$ cat src/rtl/pipe_ctrl_pkg.sv
// pipe_ctrl_pkg: stall bus encodings, address constants and FSM states for pipeline control
package pipe_ctrl_pkg;
    localparam int StallBusW = 6;
    localparam int InstAddrW = 32;
    localparam logic [StallBusW-1:0] StallNone = 6'b000000;
    localparam logic [StallBusW-1:0] StallId   = 6'b000111;
    localparam logic [StallBusW-1:0] StallEx   = 6'b001111;
    localparam logic [StallBusW-1:0] StallMem  = 6'b011111;
    localparam logic [StallBusW-1:0] StallAll  = 6'b111111;
    localparam logic [InstAddrW-1:0] ZeroWord  = 32'h0000_0000;
    localparam logic                 NotStop   = 1'b0;
    typedef enum logic [1:0] {RUN, DRAIN, HALTED} state_t;
endpackage

$ cat src/rtl/pipe_ctrl_sat_counter.sv
// pipe_ctrl_sat_counter: up-counter that sticks at LIMIT, with synchronous clear
module pipe_ctrl_sat_counter #(
    parameter int W = 8,
    parameter logic [W-1:0] LIMIT = '1
) (
    input  logic         clk,
    input  logic         rst,
    input  logic         inc,
    input  logic         clr,
    output logic [W-1:0] q
);
    // count up on inc until LIMIT; clear wins over inc
    always_ff @(posedge clk)
        q <= (rst || clr) ? '0 : (inc && q != LIMIT) ? q + 1'b1 : q;
endmodule

$ cat src/rtl/pipe_ctrl.sv
// pipe_ctrl: stall merge, exception flush/redirect, debug halt handshake and stall watchdog
module pipe_ctrl
    import pipe_ctrl_pkg::*;
#(
    parameter int MAX_STALL = 1024,
    parameter int CNT_W     = 11
) (
    input  logic        clk,
    input  logic        rst,
    input  logic        stallreq_id_i,
    input  logic        stallreq_ex_i,
    input  logic        stallreq_mem_i,
    input  logic        excp_valid_i,
    input  logic [31:0] excp_vector_i,
    input  logic        halt_req_i,
    input  logic        resume_i,
    output logic [5:0]  stall_o,
    output logic        flush_o,
    output logic [31:0] new_pc_o,
    output logic        halt_ack_o,
    output logic        stall_timeout_o,
    output logic [31:0] stall_cycles_o
);
    state_t state, state_n;
    logic [CNT_W-1:0] wd_cnt;
    logic wd_inc, cyc_inc, any_req;

    assign any_req    = stallreq_id_i | stallreq_ex_i | stallreq_mem_i;
    assign halt_ack_o = (state == HALTED);

    // state register
    always_ff @(posedge clk)
        state <= rst ? RUN : state_n;

    // halt/resume sequencing; draining waits for a quiet pipeline with no exception
    always_comb begin
        state_n = state;
        case (state)
            RUN:     state_n = halt_req_i ? DRAIN : RUN;
            DRAIN:   state_n = !halt_req_i ? RUN : (!any_req && !excp_valid_i) ? HALTED : DRAIN;
            HALTED:  state_n = resume_i ? RUN : HALTED;
            default: state_n = RUN;
        endcase
    end

    // zero-latency stall bus and redirect; an exception overrides every stall request
    always_comb begin
        flush_o  = !rst && excp_valid_i && state != HALTED;
        new_pc_o = flush_o ? excp_vector_i : ZeroWord;
        stall_o  = (rst || flush_o) ? StallNone :
                   (state == HALTED) ? StallAll :
                   stallreq_mem_i ? StallMem :
                   stallreq_ex_i ? StallEx :
                   stallreq_id_i ? StallId : StallNone;
    end

    assign wd_inc  = (stall_o != StallNone) && state != HALTED;
    assign cyc_inc = stall_o[0] && state != HALTED;

    pipe_ctrl_sat_counter #(.W(CNT_W), .LIMIT(CNT_W'(MAX_STALL))) u_wd (
        .clk(clk), .rst(rst), .inc(wd_inc), .clr(!wd_inc), .q(wd_cnt)
    );

    pipe_ctrl_sat_counter #(.W(32), .LIMIT(32'hFFFF_FFFF)) u_cyc (
        .clk(clk), .rst(rst), .inc(cyc_inc), .clr(1'b0), .q(stall_cycles_o)
    );

    // sticky timeout, raised on the edge where the watchdog count reaches MAX_STALL
    always_ff @(posedge clk)
        stall_timeout_o <= rst ? 1'b0 : stall_timeout_o | (wd_inc && wd_cnt >= CNT_W'(MAX_STALL - 1));
endmodule
$ cat config.mk
export PLATFORM = sky130hd
export DESIGN_NAME = pipe_ctrl
export DESIGN_NICKNAME = d
export VERILOG_FILES = /design/src/rtl/pipe_ctrl_pkg.sv /design/src/rtl/pipe_ctrl_sat_counter.sv /design/src/rtl/pipe_ctrl.sv
export SDC_FILE = /design/constraint.sdc
export NUM_CORES = 1
export LEC_CHECK = 0
export ABC_AREA = 0
export ABC_CLOCK_PERIOD_IN_PS = 6500
export BUFFER_PORTS_ARGS = -buffer_cell sky130_fd_sc_hd__buf_4
export CORE_UTILIZATION = 50
export CTS_CLUSTER_DIAMETER = 120
export DETAILED_ROUTE_END_ITERATION = 10
export PLACE_DENSITY = 0.82
export SLEW_MARGIN = 5
export SYNTH_ARGS = -nofsm -noshare
export SYNTH_HDL_FRONTEND = slang
export SYNTH_HIERARCHICAL = 1
export SYNTH_SLANG_ARGS = --single-unit
$ cat constraint.sdc
create_clock -name clk -period 6.5 [get_ports clk]
set_input_delay 1.3 -clock clk [delete_from_list [all_inputs] [get_ports clk]]
set_output_delay 1.3 -clock clk [all_outputs]
set_load 0.01 [all_outputs]
# After elaboration in Yosys (flattened, before gate mapping)
# Index checks and enable logic that the tools add are counted.
dict set report totals {
  register_bits 46
  input_bits 40
  out_inout_bits 73
}
dict set report op_classes {
  n_addsub 2
  magnitude_cmp 1
  n_eq_ne 5
  n_mux 11
  n_bitwise 3
  reduce_logical 16
}
# cell count
set op_table {}
lappend op_table {{$add 32x1->32 const B} 1}
lappend op_table {{$mux 32} 1}
lappend op_table {{$ne 32x32->1 const B} 1}
lappend op_table {{$mux 6} 2}
lappend op_table {{$add 11x1->11 const B} 1}
lappend op_table {{$ge 11x10->1 const B} 1}
lappend op_table {{$ne 11x11->1 const B} 1}
lappend op_table {{$logic_and 1x1->1} 8}
lappend op_table {{$mux 2} 3}
lappend op_table {{$pmux 2 s3} 1}
lappend op_table {{$reduce_bool 6->1} 1}
lappend op_table {{$mux 5} 1}
lappend op_table {{$logic_not 1->1} 4}
lappend op_table {{$mux 4} 1}
lappend op_table {{$mux 3} 1}
lappend op_table {{$or 1x1->1} 3}
lappend op_table {{$eq 2x1->1 const B} 1}
lappend op_table {{$eq 2x2->1 const B} 1}
lappend op_table {{$logic_not 2->1} 1}
lappend op_table {{$logic_or 1x1->1} 2}
lappend op_table {{$ne 2x2->1 const B} 1}
lappend op_table {{$mux 1} 1}

# Depth between registers and ports, before layout
dict set report depth {
  word_depth 9
  depth_mapped 8
  ltp_nobuf 7
}

# By module
# Netlist, hierarchy kept.
# mod n_inst cells_each area_per_inst_um2 seq_area_each_um2
set modules_own_cells {}
lappend modules_own_cells {{pipe_ctrl_sat_counter (u_cyc)} 1 189 1681.6 640.6}
lappend modules_own_cells {{pipe_ctrl_sat_counter (u_wd)} 1 74 628.1 220.2}
lappend modules_own_cells {pipe_ctrl 1 69 516.7 60.1}

# Worst setup path before layout
# Ideal clock, no wire load.
dict set report synth_path {
  path_kind {in2reg}
  start {input port rst}
  end {register u_cyc.q[17]}
  setup_ns 0.068
  t_arrival_ns 3.309
  required_ns 6.432
  slack_ns 3.123
  path_stages 7
  path_buffers 2
  cell_sequence {buf_4 > nor4_1 > and3_4 > o311ai_4 > buf_6 > or3_2 > a21oi_2}
}
dict set report synth_via {
  elab_chain_cells 7
}
# item line
set synth_lines {}
lappend synth_lines {{from (decl)} pipe_ctrl.sv:9} ;# input logic rst,
lappend synth_lines {{$logic_not 1->1} pipe_ctrl.sv:48} ;# flush_o = !rst && excp_valid_i && state != HALTED;
lappend synth_lines {{$logic_and 1x1->1 (2 in series)} pipe_ctrl.sv:48}
lappend synth_lines {{$logic_or 1x1->1 *} pipe_ctrl.sv:50} ;# stall_o = (rst || flush_o) ? StallNone :
lappend synth_lines {{$mux 6 *} pipe_ctrl.sv:50}
lappend synth_lines {{$logic_and 1x1->1 *} pipe_ctrl.sv:58} ;# assign cyc_inc = stall_o[0] && state != HALTED;
lappend synth_lines {{named net cyc_inc} pipe_ctrl.sv:26} ;# logic wd_inc, cyc_inc, any_req;
lappend synth_lines {{$logic_and 1x1->1 *} pipe_ctrl_sat_counter.sv:14} ;# q <= (rst || clr) ? '0 : (inc && q != LIMIT) ? q + 1'b1 : q;
lappend synth_lines {{to (signal assigned)} pipe_ctrl_sat_counter.sv:14}
lappend synth_lines {{to (decl)} pipe_ctrl_sat_counter.sv:10} ;# output logic [W-1:0] q
# Mark *: on every way through the listed nets, which the timed path passes. The rest lies on a longest branch.
# A chain may end at the register's enable or synchronous reset.

# Worst setup path after layout
dict set report layout_path {
  start {input port rst}
  end {output port new_pc_o[11]}
}
dict set report layout_via {
  elab_chain_cells 4
}
# item line
set layout_lines {}
lappend layout_lines {{$logic_not 1->1} pipe_ctrl.sv:48}
lappend layout_lines {{$logic_and 1x1->1 (2 in series)} pipe_ctrl.sv:48}
lappend layout_lines {{$mux 32} pipe_ctrl.sv:49} ;# new_pc_o = flush_o ? excp_vector_i : ZeroWord;
lappend layout_lines {{to (decl)} pipe_ctrl.sv:19} ;# output logic [31:0] new_pc_o,
# No other way between the ends.

==> impl_metrics.toml <==
[timing]
max_slew_margin_pct = 27.1
min_period_ns = 3.53
clock_skew_ns = 0.00753
fin_crit_sh_pct = 54.3
slew_violations = 0
rsz0062_at_grt = "false"
holdWs_ns = 0.508
tns_ns = 0
setup_viol = 0
hold_viol_final = 0
worstMarginPinSlew_ns = 1.08
setup_slack_ns = 2.97
fmax_ghz = 0.283

[logic_synthesis]
synth_top_area_share_pct = 32.6
synthFlopType = "dfxtp_1"
syn_area_sq_um = 2830
synth_seq_cells = 46
synth_most_common_cell = "dfxtp_1"
ys_async_sr_fraction_pct = 0
netlist_top_cells_area = "dfxtp_1, and2_1, a21oi_1"
ys_seq_area_share_pct = 32.6
ys_types = 59
synth_top_area_cell = "dfxtp_1"
syn-num-nets = 375
syn_area_per_cell_sq_um = 8.51
synth_common_cells = "dfxtp_1, and2_1, a21oi_1"
yosys_warnings = 6
netlist_instances = 332
synth_edf_count = 0

[cts]
clock-sinks = 46
clkTransAtPathRegs_ns = 0.08
cts_htree_levels = 2
cts_root_buf = "clkbuf_8"
clockBufferDepth = 2
cts_setup_buffers = 0
cts_buffers = 5
clock_latency_ns = 0.31
post_cts_resized = 0
cts_tree = "built"
postCtsHoldBufs = 0

[layout]
syn_to_final_growth_pct = 31.7
drive_gt1_share_pct = 35.7
nets = 476
n_antenna_cell = 0

[die]
rows = 27
fp.dieH_um = 77.2
ioPinCount = 113
die_w_um = 77.2
die-area_sq_um = 5960
core_region_area_sq_um = 5470
initial_core_util_pct = 51.6

[global_route]
first_global_vias = 2526
grt_pass1_wl_um = 11300
grt_overflow = 0
antenna_found_initial = 0
grt_use_total_pct = 23.3
grt_max_degree = 34

[power]
powerDensity_nw_per_um2 = 152
finalPower_mw = 0.565
ir_drop_uv = 136
power.leakage_nw = 1.40

[critical_path]
crit_type = "input pin to primary output"
required_ns = 5.20
ff2ff_path_depth = 7
cp_max_fo = 33
start_kind = "input pin"
arrival_ns = 2.23
endpoint_kind = "primary output"

[drt]
remaining_drc_errors = 0
via_per_inst = 5.70
ant_nets = 0
totalWireLength_um = 7030
firstDrtPassIters = 4
wire_per_inst_um = 13.9
vias = 2886
drt_iter0_markers = 88

[placement]
place_hpwl_um = 5270
portBuffers = 112
place.gp.congestion = 0.782
pre_cts_slack_ns = 2.84

[status]
status = "finished, final reports clean"

[min_path]
min_path_type = "register to register"
hold_depth = 2

[job]
drv_cap = 0
-- cells by family after synthesis --
group	Yosys count	synth area share (%)
flip-flops	46	32.6
adder cells (fa/ha/maj)	3	1.33
other	1	0.133
multiplexers	1	0.354
AO/OA/AOI/OAI	85	20.1
AND/OR/NAND/NOR	165	37.9
XOR/XNOR	4	1.24
buffers and inverters	27	6.33
-- report_power, final --
part	switching [mW]	internal, mW
registers	0.000958	0.282
clock network	0.101	0.115
logic	0.0298	0.0355
total	0.132	0.433
-- placed cells by master, fill, tap and decap left out, types with 4 or more instances in the layout --
cell / instances
buf_4: 112
dfxtp_1: 46
and2_1: 33
a21oi_1: 31
or3_1: 18
nand3_1: 17
nand2_1: 16
nand4_1: 16
o21ai_0: 14
or4_1: 14
o31ai_1: 13
nor2_1: 10
inv_1: 8
o21ai_1: 8
a21oi_2: 7
clkbuf_8: 5
and4_1: 4
or3_2: 4
-- sequential cells by signal (all words and copies together), names as in the netlist --
register	cells
stall_timeout_o	1
state	2
u_cyc/q	32
u_wd/q	11
-- final cells by class --
cell class	instances	area (sq um)
clock buffers	6	72.6
inverters	9	33.8
repair buffers	112	841
fillers	467	1750
flip-flops and latches	46	921
well taps	72	90.1
clock inverters	2	37.5
multi-input cells	259	1730
-- path summary, 6_finish.rpt --
path / slack, ns / to / startpoint
min reg2reg: 0.51 / u_cyc/q[30] / u_cyc/q[30]
max: 2.97 / new_pc_o[11] / rst
max reg2reg: 3.72 / u_cyc/q[21] / state[0]
min: 0.51 / u_cyc/q[30] / u_cyc/q[30]
-- through the flow --
stage	util [%]	cell area [sq um]	cells
finish	68.0	3720	506
CTS	68.0	3720	506
detailed placement	66.0	3610	498
global route	68.0	3720	506
global placement	66.0	3610	498
floorplan	-	2830	332
-- routing by layer --
layer	global-route usage, %	routed length [um]
met1	25.1	2930
met2	44.1	3610
met3	5.24	381
met4	7.92	106
met5	0	0
-- worst max-delay path: stages --
cell and delay, ns:
buf_4 0.16, inv_1 0.10, and3_4 0.35, and2_1 0.19, buf_4 0.12
(Power assumes the default switching activity.)
